### config.mk
export PLATFORM = sky130hd
export DESIGN_NAME = mux2_arbiter
export DESIGN_NICKNAME = d
export VERILOG_FILES = /design/src/rtl/mux2_arb_pkg.sv /design/src/rtl/mux2_reg.sv /design/src/rtl/mux2_arbiter.sv
export SDC_FILE = /design/constraint.sdc
export NUM_CORES = 1
export LEC_CHECK = 0
export BUFFER_PORTS_ARGS = -buffer_cell sky130_fd_sc_hd__clkbuf_2
export CAP_MARGIN = 20
export CORE_ASPECT_RATIO = 0.5
export CORE_MARGIN = 10
export CORE_UTILIZATION = 25
export CTS_CLUSTER_SIZE = 20
export DETAILED_ROUTE_END_ITERATION = 7
export HOLD_SLACK_MARGIN = 0.05
export PLACE_DENSITY = 0.48
export SLEW_MARGIN = 20
export SYNTH_ARGS = -nofsm -noshare
export SYNTH_HDL_FRONTEND = slang
export SYNTH_HIERARCHICAL = 1
export SYNTH_SLANG_ARGS = --single-unit
### constraint.sdc
create_clock -name CLOCK_50 -period 1.6 [get_ports CLOCK_50]
set_input_delay 0.16 -clock CLOCK_50 [delete_from_list [all_inputs] [get_ports CLOCK_50]]
set_output_delay 0.16 -clock CLOCK_50 [all_outputs]
set_load 0.01 [all_outputs]
### src/rtl/mux2_arb_pkg.sv
// Purpose: shared types and constants for the two-source byte-mux arbiter.
// Latency: n/a (declarations only).
// Backpressure: n/a.
//
// Contents: state_t (arbiter FSM encoding), SIDE_X/SIDE_Y (select/priority
// encoding), DEF_WIDTH (default data width).
package mux2_arb_pkg;

    typedef enum logic [1:0] {
        IDLE  = 2'b00,
        OWN_X = 2'b01,
        OWN_Y = 2'b10
    } state_t;

    // Select and priority-pointer encoding: 0 means the X source, 1 means Y.
    localparam logic SIDE_X = 1'b0;
    localparam logic SIDE_Y = 1'b1;

    localparam int DEF_WIDTH = 8;

endpackage

### src/rtl/mux2_reg.sv
// Purpose: WIDTH-bit registered 2:1 mux with load enable (holds when load=0).
// Latency: one clock from a/b/sel to q.
// Backpressure: none; load=0 simply holds the last captured value.
//
// Ports:
//   clk, rst  - clock and asynchronous active-high reset (q clears to 0)
//   load      - capture enable
//   sel       - 0 selects a, 1 selects b
//   a, b      - data sources
//   q         - registered output
module mux2_reg
    import mux2_arb_pkg::*;
#(
    parameter int WIDTH = DEF_WIDTH
) (
    input  logic             clk,
    input  logic             rst,
    input  logic             load,
    input  logic             sel,
    input  logic [WIDTH-1:0] a,
    input  logic [WIDTH-1:0] b,
    output logic [WIDTH-1:0] q
);

    always_ff @(posedge clk or posedge rst) begin
        if (rst) begin
            q <= '0;
        end else if (load) begin
            q <= (sel == SIDE_Y) ? b : a;
        end
    end

endmodule

### src/rtl/mux2_arbiter.sv
// Purpose: round-robin arbiter owning a shared 2:1 byte mux, bounded tenure under contention.
// Latency: request to grant one edge; grant to valid data one further edge.
// Backpressure: none downstream; a contending requester waits at most MAX_HOLD grant cycles.
//
// Ports:
//   CLOCK_50      - system clock, rising edge
//   RESET         - asynchronous active-high reset
//   REQ_X, REQ_Y  - requests from the X and Y sources
//   X, Y          - source data
//   GNT_X, GNT_Y  - current owner, decoded from the state register
//   OWNER         - mux select (0 = X, 1 = Y); holds its value while idle
//   M, M_VALID    - registered mux output and its valid flag
module mux2_arbiter
    import mux2_arb_pkg::*;
#(
    parameter int WIDTH    = DEF_WIDTH,
    parameter int MAX_HOLD = 16
) (
    input  logic             CLOCK_50,
    input  logic             RESET,
    input  logic             REQ_X,
    input  logic             REQ_Y,
    input  logic [WIDTH-1:0] X,
    input  logic [WIDTH-1:0] Y,
    output logic             GNT_X,
    output logic             GNT_Y,
    output logic             OWNER,
    output logic [WIDTH-1:0] M,
    output logic             M_VALID
);

    localparam int TW = (MAX_HOLD > 1) ? $clog2(MAX_HOLD) : 1;
    localparam logic [TW-1:0] TEN_MAX = TW'(MAX_HOLD - 1);

    generate
        if (MAX_HOLD < 2 || MAX_HOLD > 256) begin : g_bad_max_hold
            $error("mux2_arbiter: MAX_HOLD must be within 2..256");
        end
    endgenerate

    state_t          state;
    state_t          nxt;
    logic            last;   // side granted most recently; the other side wins ties
    logic [TW-1:0]   ten;    // cycles spent in the current grant, saturating
    logic            owner_q;
    logic            m_valid_q;

    // Next-state decision. Preemption only happens when the other side is
    // actually waiting; a lone owner keeps the mux indefinitely.
    always_comb begin
        nxt = state;
        case (state)
            IDLE: begin
                if (REQ_X && REQ_Y) begin
                    nxt = (last == SIDE_Y) ? OWN_X : OWN_Y;
                end else if (REQ_X) begin
                    nxt = OWN_X;
                end else if (REQ_Y) begin
                    nxt = OWN_Y;
                end
            end
            OWN_X: begin
                if (!REQ_X) begin
                    nxt = REQ_Y ? OWN_Y : IDLE;
                end else if (REQ_Y && ten == TEN_MAX) begin
                    nxt = OWN_Y;
                end
            end
            OWN_Y: begin
                if (!REQ_Y) begin
                    nxt = REQ_X ? OWN_X : IDLE;
                end else if (REQ_X && ten == TEN_MAX) begin
                    nxt = OWN_X;
                end
            end
            default: nxt = IDLE;
        endcase
    end

    always_ff @(posedge CLOCK_50 or posedge RESET) begin
        if (RESET) begin
            state     <= IDLE;
            last      <= SIDE_Y;   // X wins the first tie after reset
            owner_q   <= SIDE_X;
            ten       <= '0;
            m_valid_q <= 1'b0;
        end else begin
            state     <= nxt;
            // Valid tracks the state that selected the byte captured this edge,
            // so it trails the grant by one cycle and stays high across a handoff.
            m_valid_q <= (state != IDLE);
            if (nxt != IDLE && nxt != state) begin
                // Entry into a grant state (from idle or a direct handoff).
                ten     <= '0;
                last    <= (nxt == OWN_Y) ? SIDE_Y : SIDE_X;
                owner_q <= (nxt == OWN_Y) ? SIDE_Y : SIDE_X;
            end else if (state != IDLE && ten != TEN_MAX) begin
                ten <= ten + 1'b1;
            end
        end
    end

    assign GNT_X   = (state == OWN_X);
    assign GNT_Y   = (state == OWN_Y);
    assign OWNER   = owner_q;
    assign M_VALID = m_valid_q;

    // The data register loads from the source owning the mux during the
    // current cycle, which puts M one cycle behind the grant.
    mux2_reg #(
        .WIDTH (WIDTH)
    ) u_mux_reg (
        .clk  (CLOCK_50),
        .rst  (RESET),
        .load (state != IDLE),
        .sel  (state == OWN_Y),
        .a    (X),
        .b    (Y),
        .q    (M)
    );

endmodule

==> results of run 1 <==
-- cell families (layout without fill, tap and decap cells) --
family	count (synthesis)	in the layout	share of synthesized area [%]
compound gates	27	27	19.5
fa+ha+maj	1	1	1.38
buf+inv	13	51	8.43
flops	17	17	47.1
mux	9	9	9.95
simple gates	25	25	13.7
-- state kept, by name, indices dropped and copies added, names as in the netlist --
signal       flops
last             1
state            2
u_mux_reg/q      8
ten              4
OWNER            1
M_VALID          1
-- area by class of cell --
| type | count | share of cell area, % |
|---|---|---|
| Sequential cell | 17 | 35.9 |
| Timing Repair Buffer | 39 | 18.3 |
| Multi-Input combinational cell | 62 | 33.9 |
| Clock inverter | 1 | 0.421 |
| Clock buffer | 3 | 3.48 |
| Tap cell | 51 | 5.37 |
| Inverter | 8 | 2.53 |
-- metal layers --
layer  GRT usage [%]  vias to the layer above  routed length [um]
li1                -                      407                   -
met1            8.40                      374                1010
met2            12.1                       24                1100
met3            2.88                        2                 133
met4            2.04                        0                  27
met5               0                        -                   0
-- path summary, 6_finish.rpt --
path	slack (ns)	endpoint	from
max	0.11	ten[0]	ten[0]
max reg2reg	0.11	ten[0]	ten[0]
min in group asynchronous	0.41	u_mux_reg/q[6]	RESET
min reg2reg	0.52	u_mux_reg/q[2]	u_mux_reg/q[2]
max in group asynchronous	0.87	last	RESET
min	0.14	last	REQ_X
-- placed cells by master (no fill, tap or decap), types with 2 or more instances in the layout --
cell type,count
mux2i_1,9
o21ai_0,4
clkbuf_8,3
dfrtp_1,16
a21oi_1,9
buf_4,7
o21ai_1,2
a221oi_1,2
nand3_1,4
o31ai_1,2
clkbuf_2,31
inv_1,8
nor2_1,11
or3_1,2
nand2b_1,2
a211oi_1,2
-- metrics by stage --
step,total power (W),hold slack (ns)
after global routing,0.00151,0.148
after CTS,0.00142,0.123
after floorplan,0.000917,-0.0243
final,0.00139,0.136
after global placement,0.00109,0.123
after detailed placement,0.00109,0.123
-- timing repair --
| item | in CTS | in global routing |
|---|---|---|
| hold endpoints to repair | 16 | 0 |
| resized for setup | 0 | 0 |
| hold buffers | 1 | 0 |
-- cell usage after synthesis --
cell / number / area (um^2)
and3_1: 1 / 6.26
buf_6: 3 / 33.8
a21oi_2: 1 / 8.76
a211oi_1: 2 / 15.0
nand2_1: 1 / 3.75
o21ai_1: 2 / 10.0
or3_1: 2 / 12.5
o32ai_1: 1 / 8.76
ha_1: 1 / 12.5
nor2_1: 11 / 41.3
mux2i_1: 9 / 90.1
a211oi_2: 1 / 12.5
nor3_1: 1 / 5.00
buf_2: 1 / 5.00
buf_4: 1 / 7.51
nand3_1: 4 / 20.0
a221oi_1: 2 / 17.5
nand2b_1: 2 / 12.5
o221ai_1: 1 / 8.76
or2b_1: 1 / 7.51
a31oi_1: 1 / 6.26
o21ai_0: 4 / 20.0
nand4_1: 1 / 6.26
o31ai_1: 2 / 15.0
or3b_1: 1 / 8.76
dfrtp_1: 16 / 400
a32oi_1: 1 / 8.76
a21oi_1: 9 / 45.0
inv_1: 8 / 30.0
dfstp_2: 1 / 26.3
-- power groups by stage --
stage	Clock (W)	Sequential, W	Combinational [W]
final	0.000320	0.000621	0.000452
after global routing	0.000351	0.000643	0.000515
after CTS	0.000335	0.000621	0.000464
after detailed placement	0	0.000628	0.000460
after global placement	0	0.000629	0.000459
after floorplan	0	0.000645	0.000273
==> run summary, run 1 <==
DR pass1 iterations - 4
RSZ-0062 raised after global routing - false
IO Count - 32
Core area - 3450 um^2
Synth Cell Area - 906 um^2
Delay of the slowest cell on the worst path - 0.40 ns
Reg area - 427 um^2
Final setup vio count - 0
Worst Setup Slack, final - 0.112 ns
First-pass GRT wire length - 4020 um
Leak - 0.570 nW
Total congestion overflow - 0
Worst slew margin - 76.3%
Die Span X - 105 um
Share of post-route cells with drive strength above 1 - 34.6%
CP Class - reg2reg
Routability cong. - 0.789
Worst path depth - 4
Worst hold path class - in2reg
Crit path max-delay family - simple AND/OR/NAND/NOR gates
Yosys warns - 6
Total clock sinks - 17
CP Capture Type - register
Layout Cells excl Fill - 181
Slowest-stage cell, CP - dfrtp_1
Placed cell areas - 1130 um^2
PwrDens - 1170 nW/um^2
Fin. max-slew vios - 0
Worst path buffer plus inverter count - 0
Crit path launch type - register
Req. time, crit path - 1.77 ns
Peak VDD IR - 0.295 mV
Clock share of power - 23.0%
Clk_lat worst skew - 0.25 ns
Final WL - 2260 um
Period Utilization, post-route - 93.0%
Syn Nets - 113
Fin util - 34.4%
Int Power - 0.000924 W
Post-Place Cells - 176
Syn Area/Cell - 9.85 um^2
Sequential area share after synthesis - 47.1%
CP Cell Sequence - ha_1, and3_1, or3_1, a211oi_2
Highest fanout seen on the critical path - 5
NumNets Final - 152
Port buffer count - 31
GRT Util Overall - 7.25%
Max-cap violations - 0
Clock root buffer - clkbuf_8
Comb pwr share - 32.5%
WL/cell - 12.5 um
Area of the multi-input gates - 403 um^2
Reg2Reg Depth - 4
Hold path depth - 2
Vias in the first global route - 841
Post-Syn Instances - 92
Via density - 4.46
Deepest clock path buffer count - 2
Via Count - 807
Site row count - 15
Peak Freq - 672 MHz
Largest net degree at the start of global routing - 18
Synth Register Bits - 17
Sum of negative setup slack - 0 ns
Initial antenna violation count - 0
Die area - 6580 um^2
Postcts setup bufs - 0
ANT cells - 0
Area delta synth->final - 31.1%
Switching share of total power - 33.7%
Worst EP arrival - 1.66 ns
Die Y - 62.6 um
Library cells used by synthesis - 30
Starting Density - 26.2%
Post-route cell area - 1190 um^2
NetSw - 0.000469 W
Post-DP HPWL - 1760 um
Final number of hold-violating endpoints - 0
Residual DRC - 0
Setup slack at placement - 0.112 ns
CTS H-tree lvls - 1
Detailed Route Iter0 Violations - 57
Routed Antenna Nets - 0
Register share of total power - 44.6%
CTS tree - built
Clock Skews - 0.00250 ns
Final min period - 1.49 ns
Slew of the pin with the lowest slew margin - 0.355 ns
Worst-path clk slew - 0.07 ns
CTS buffer count - 3
Fillers - 376
Status - finished clean
Note: power is estimated with default switching activity, not from simulation.
==> inputs of run 2 (changes only) <==
--- a/config.mk
+++ b/config.mk
@@ -7,14 +7,13 @@
 export LEC_CHECK = 0
 export BUFFER_PORTS_ARGS = -buffer_cell sky130_fd_sc_hd__clkbuf_2
 export CAP_MARGIN = 20
-export CORE_ASPECT_RATIO = 0.5
+export CORE_ASPECT_RATIO = 1.75
 export CORE_MARGIN = 10
-export CORE_UTILIZATION = 25
+export CORE_UTILIZATION = 31
 export CTS_CLUSTER_SIZE = 20
 export DETAILED_ROUTE_END_ITERATION = 7
 export HOLD_SLACK_MARGIN = 0.05
-export PLACE_DENSITY = 0.48
-export SLEW_MARGIN = 20
+export PLACE_DENSITY = 0.57
 export SYNTH_ARGS = -nofsm -noshare
 export SYNTH_HDL_FRONTEND = slang
 export SYNTH_HIERARCHICAL = 1
==> run 2 against run 1 <==
Compared with the run above: clock power shrank 2%; critical path depth is the same; sequential cell count is the same; design area shrank 3.7%; cell count shrank 14%; power is essentially flat; sequential share of layout area grew 1.4 points; utilization grew 7.2 points; register-to-register slack is essentially flat; clock skew shrank 0.0012 ns; die area shrank 15%; sequential power grew 1%; critical path type unchanged; largest cell class unchanged.
==> run summary, run 2 (synthesis gave the netlist of run 1 again) <==
Hold endpoint - last
NumNets Final - 150 (-1.3%)
Fin. max-slew vios - 0 (unchanged)
Worst R2R Setup Slack - 0.1 ns (about the same)
Clock Skews - 0.00131 ns (-0.00119 ns)
Worst hold path class - in2reg
CTS tree - built
Routed Antenna Nets - 0 (unchanged)
Final setup vio count - 0 (unchanged)
Reg area - 427 um^2 (unchanged)
Total congestion overflow - 0 (unchanged)
WL/cell - 15.5 um (+24%)
Clock root buffer - clkbuf_8
Slowest-stage cell, CP - dfrtp_1
Worst-path clk slew - 0.06 ns (about the same)
Max-cap violations - 0 (unchanged)
Die Y - 91.5 um (+46%)
RSZ-0062 raised after global routing - false
Post-route cell area - 1140 um^2 (-3.7%)
Core area - 2750 um^2 (-20%)
Slew of the pin with the lowest slew margin - 0.398 ns (+0.0429 ns)
Vias in the first global route - 879 (+4.5%)
Deepest clock path buffer count - 2 (unchanged)
Sum of negative setup slack - 0 ns (unchanged)
CTS buffer count - 3 (unchanged)
Placed cell areas - 1090 um^2 (-4.0%)
Hold path depth - 2 (unchanged)
CP Class - reg2reg
Die area - 5570 um^2 (-15%)
Req. time, crit path - 1.76 ns (about the same)
Via Count - 852 (+5.6%)
Peak VDD IR - 0.552 mV (+87%)
Worst reg2reg startpoint - ten[0]
Status - finished clean
Clk_lat worst skew - 0.25 ns (about the same)
Max FFs per register - 8 (unchanged)
DR pass1 iterations - 4 (unchanged)
Final hold slack - 0.133 ns (-0.00280 ns)
Starting Density - 32.9% (+6.7 points)
Via density - 5.50 (+23%)
Final number of hold-violating endpoints - 0 (unchanged)
Residual DRC - 0 (unchanged)
Share of post-route cells with drive strength above 1 - 33.6% (-1.0 points)
Worst EP arrival - 1.66 ns (about the same)
GRT Util Overall - 8.70% (+1.4 points)
Delay of the slowest cell on the worst path - 0.42 ns (+0.02 ns)
Biggest register - u_mux_reg/q
Final min period - 1.50 ns (+0.0129 ns)
CTS H-tree lvls - 1 (unchanged)
Site row count - 25 (+10)
Commonest cells after routing, fill and taps aside - 31 x clkbuf_2, 16 x dfrtp_1, 11 x nor2_1
Highest fanout seen on the critical path - 5 (unchanged)
Worst R2R End - ten[0]
Crit path launch type - register
Detailed Route Iter0 Violations - 17 (-70%)
Port buffer count - 31 (unchanged)
Area delta synth->final - 26.2%
Worst path buffer plus inverter count - 0 (unchanged)
Die Span X - 60.9 um (-42%)
First-pass GRT wire length - 3950 um (-1.7%)
Power, Total - 0.00139 W (about the same)
ANT cells - 0 (unchanged)
CP Cell Sequence - ha_2, and3_1, or3_1, a211oi_2
Reg2Reg Depth - 4 (unchanged)
Fillers - 280 (-26%)
Setup slack at placement - 0.0825 ns (-0.0298 ns)
Peak Freq - 666 MHz (-0.86%)
Postcts setup bufs - 0 (unchanged)
Crit path max-delay family - simple AND/OR/NAND/NOR gates
Routability cong. - 0.845 (+7.1%)
PwrDens - 1220 nW/um^2 (+3.7%)
Hold wc startpoint - REQ_X
Area of the multi-input gates - 405 um^2 (+0.62%)
Period Utilization, post-route - 93.8% (+0.81 points)
CP Capture Type - register
Top flop regs - u_mux_reg/q (8), ten (4), state (2)
Post-DP HPWL - 1960 um (+11%)
Worst slew margin - 73.5% (-2.9 points)
Most common cell after layout, fill and taps aside - clkbuf_2
Leak - 0.555 nW (-2.7%)
Initial antenna violation count - 0 (unchanged)
Total clock sinks - 17 (unchanged)
IO Count - 32 (unchanged)
Largest net degree at the start of global routing - 18 (unchanged)
Final WL - 2400 um (+5.9%)
Worst Setup Slack, final - 0.0990 ns (-0.0129 ns)
run 2: metrics by stage:
stage	utilization, %	instances
CTS	41.5	155
global route	41.5	155
detailed placement	39.5	150
floorplan	-	92
global placement	39.5	150
finish	41.5	155
run 2: where the power goes:
group / internal [W] / switching (W)
Sequential: 0.000541 / 0.0000876
Clock: 0.000176 / 0.000138
Combinational: 0.000205 / 0.000243
Total: 0.000923 / 0.000469
run 2: area by class of cell:
cell class	count	share of cell area, %
Sequential cell	17	37.3
Multi-Input combinational cell	62	35.4
Timing Repair Buffer	37	17.7
Clock buffer	4	3.94
Tap cell	27	2.95
Inverter	8	2.63
run 2: worst max-delay path by stage:
stage                        start        endpoint  slack, ns  cells after the start
after floorplan             ten[0]          ten[0]       0.06                      5
after global placement      ten[0]          ten[0]       0.15                      4
final                       ten[0]          ten[0]        0.1                      4
after detailed placement    ten[0]          ten[0]       0.08                      4
after global routing      state[0]  u_mux_reg/q[2]       0.02                      5
after CTS                   ten[0]          ten[0]       0.05                      4
run 2: timing repair:
item,CTS,global route
setup endpoints to repair,0,1
hold endpoints to repair,16,0
hold buffers,1,0
resized for setup,0,2
run 2: metal layers:
metal / global-route usage, % / up-vias / share of wire (%)
met5: 0 / - / 0
met1: 9.03 / 395 / 37
met2: 15.3 / 48 / 49
met4: 3.86 / 0 / 1.8
li1: - / 403 / -
met3: 2.23 / 6 / 12
run 2: worst register-to-register path, cell delays in order (launching register included):
cell,delay (ns)
dfrtp_1,0.42
ha_2,0.23
and3_1,0.18
or3_1,0.37
a211oi_2,0.23
==> inputs of run 3 (changes only) <==
--- a/config.mk
+++ b/config.mk
@@ -16,5 +16,4 @@
 export PLACE_DENSITY = 0.57
 export SYNTH_ARGS = -nofsm -noshare
 export SYNTH_HDL_FRONTEND = slang
-export SYNTH_HIERARCHICAL = 1
 export SYNTH_SLANG_ARGS = --single-unit
==> run 3 against run 2 <==
Compared with the run above: sequential cell count unchanged; clock-buffer cell count unchanged; sequential power increased by 3%; power increased by 4.3%; fmax increased by 4.8%; synthesized area increased by 0.14%; combinational power increased by 8.5%; sequential share of layout area increased by 0.16 points; clock skew increased by 0.0034 ns; non-clock buffer count decreased by 2; die area about the same; global-route usage increased by 0.055 points.
==> run summary, run 3 <==
Worst-path clk slew - 0.07 ns (about the same)
Routability cong. - 0.726 (-14%)
Worst slew margin - 55.3% (-18 points)
Total clock sinks - 17 (unchanged)
CTS H-tree lvls - 1 (unchanged)
Cell with the most instances after synthesis - dfrtp_1
Syn Area/Cell - 9.55 um^2 (-3.0%)
RSZ-0062 raised after global routing - false
CTS tree - built
Post-Syn Instances - 95 (+3.3%)
First-pass GRT wire length - 4040 um (+2.5%)
Crit path launch type - register
Post-synth EDFFs - 0 (unchanged)
Peak VDD IR - 0.675 mV (+22%)
Final min period - 1.43 ns (-0.0688 ns)
Syn Nets - 116 (+2.7%)
IO Count - 32 (unchanged)
Area delta synth->final - 25.5%
CP Cell Sequence - ha_1, nand3_2, nand3_1, a31o_2, nor3_2
Max-cap violations - 0 (unchanged)
Die Y - 91.6 um (about the same)
Biggest register - u_mux_reg.q
Clock Skews - 0.00473 ns (+0.00342 ns)
Final number of hold-violating endpoints - 0 (unchanged)
Routed Antenna Nets - 0 (unchanged)
Main synth FF type - dfrtp_1
Final hold slack - 0.115 ns (-0.0184 ns)
Core area - 2750 um^2 (unchanged)
Share of post-route cells with drive strength above 1 - 34.4% (+0.78 points)
CP Capture Type - register
Peak Freq - 698 MHz (+4.8%)
Sum of negative setup slack - 0 ns (unchanged)
Delay of the slowest cell on the worst path - 0.41 ns (about the same)
Max FFs per register - 8 (unchanged)
Top flop regs - u_mux_reg.q (8), ten (4), state (2)
Yosys warns - 0 (-6)
Fin. max-slew vios - 0 (unchanged)
Worst hold path class - in2reg
Slowest-stage cell, CP - dfrtp_1
Final setup vio count - 0 (unchanged)
Synth Register Bits - 17 (unchanged)
Status - finished clean
Synth Cell Area - 907 um^2 (+0.14%)
Starting Density - 33.0% (+0.045 points)
Site row count - 25 (unchanged)
WL/cell - 14.3 um (-7.5%)
Total congestion overflow - 0 (unchanged)
Post-DP HPWL - 1800 um (-7.9%)
Worst EP arrival - 1.61 ns (-0.05 ns)
Power, Total - 0.00145 W (+4.3%)
Die area - 5580 um^2 (about the same)
NumNets Final - 150 (unchanged)
Largest net degree at the start of global routing - 24 (+6)
Deepest clock path buffer count - 2 (unchanged)
Fillers - 280 (unchanged)
Worst path buffer plus inverter count - 0 (unchanged)
Req. time, crit path - 1.77 ns (about the same)
Library cells used by synthesis - 30 (unchanged)
GRT Util Overall - 8.75% (+0.055 points)
Clock root buffer - clkbuf_8
Period Utilization, post-route - 89.5% (-4.3 points)
Sequential area share after synthesis - 47.0% (-0.065 points)
Asr flop ratio synth - 100% (unchanged)
Postcts setup bufs - 0 (unchanged)
Die Span X - 60.9 um (about the same)
CP Class - reg2reg
Commonest cells after routing, fill and taps aside - 31 x clkbuf_2, 16 x dfrtp_1, 15 x nand2_1
ANT cells - 0 (unchanged)
Crit path max-delay family - flip-flops
Most frequent cells after synthesis - 16 x dfrtp_1, 15 x nand2_1, 11 x o21ai_0
Most common cell after layout, fill and taps aside - clkbuf_2
Clk_lat worst skew - 0.25 ns (about the same)
Cell taking the most area after synthesis - dfrtp_1
Highest fanout seen on the critical path - 5 (unchanged)
CTS buffer count - 3 (unchanged)
PwrDens - 1280 nW/um^2 (+4.8%)
Post-synth top area share - 44.1% (-0.061 points)
Final WL - 2220 um (-7.5%)
Residual DRC - 0 (unchanged)
Largest cells by area after synthesis - dfrtp_1 44%, mux2i_1 9.9%, nand2_1 6.2%
Via Count - 792 (-7.0%)
Leak - 0.560 nW (+1.0%)
Initial antenna violation count - 0 (unchanged)
Vias in the first global route - 938 (+6.7%)
Via density - 5.11 (-7.0%)
DR pass1 iterations - 4 (unchanged)
Detailed Route Iter0 Violations - 15 (-2)
Slew of the pin with the lowest slew margin - 0.669 ns (+0.272 ns)
Port buffer count - 31 (unchanged)
[run 3: cell count changes after synthesis, sizes merged, moves of 3 or more]
| cell | change |
|---|---|
| a21oi | -4 |
| nor3 | +3 |
| o21ai | +5 |
| nand2 | +14 |
| inv | -4 |
| nor2 | -8 |
[run 3: final timing paths]
path | start | to | slack (ns) | depth (start not counted)
setup / recovery | ten[0] | ten[2] | 0.17 | 5
hold / removal | X[0] | u_mux_reg.q[0] | 0.11 | 3
setup reg to reg | ten[0] | ten[2] | 0.17 | 5
hold reg to reg | OWNER | OWNER | 0.52 | 2
max in group asynchronous | RESET | u_mux_reg.q[7] | 0.64 | 3
min in group asynchronous | RESET | u_mux_reg.q[6] | 0.53 | 3
[run 3: cell families after synthesis]
kind of cell,count (synthesis),synth area share [%]
adders and majority gates,1,1.38
DFF,17,47.0
xor gates and xnor gates,1,0.966
AOI/OAI and AO/OA,24,16.0
and+or+nand+nor,33,18.6
muxes,9,9.93
buffers and inverters,10,6.07
[run 3: final cells by class]
type / instances / area (um^2) / share of cell area, %
clock buffer: 4 / 45.0 / 3.96
inverter: 4 / 15.0 / 1.32
multi-input combinational: 68 / 430 / 37.8
sequential: 17 / 427 / 37.5
tap: 27 / 33.8 / 2.97
timing repair buffer: 35 / 188 / 16.5
[run 3: per-layer routing]
layer / global-route usage (%) / routed length (um) / vias to the layer above
li1: - / - / 398
met5: 0 / 0 / -
met1: 10.0 / 948 / 365
met3: 3.35 / 154 / 2
met2: 14.1 / 1110 / 27
met4: 3.13 / 9 / 0
[run 3: stage by stage]
| stage | instances | utilization [%] | setup slack, ns | instance area, um^2 |
|---|---|---|---|---|
| detailed placement | 150 | 39.2 | 0.136 | 1080 |
| floorplan | 95 | - | 0.221 | 907 |
| CTS | 155 | 41.2 | 0.120 | 1130 |
| finish | 155 | 41.4 | 0.168 | 1140 |
| global placement | 150 | 39.2 | 0.160 | 1080 |
| global route | 155 | 41.4 | 0.0393 | 1140 |
[run 3: worst reg2reg max path: cells and delay by family (launching register included)]
family | cells | cell delay [ns]
AND/OR/NAND/NOR | 3 | 0.38
flip-flops | 1 | 0.41
AO/OA/AOI/OAI | 1 | 0.30
adder cells (fa/ha/maj) | 1 | 0.27
[run 3: report_power, final]
part | switching [W] | total, W | internal [W]
Combinational | 0.000261 | 0.000487 | 0.000226
Clock | 0.000144 | 0.000320 | 0.000176
Sequential | 0.0000925 | 0.000645 | 0.000552
Total | 0.000497 | 0.00145 | 0.000955
[run 3: what timing repair did]
action	4_1_cts	5_1_grt
endpoints found under the setup margin	0	2
gates resized for setup	0	1
hold endpoints to repair	16	0
hold buffers	1	0
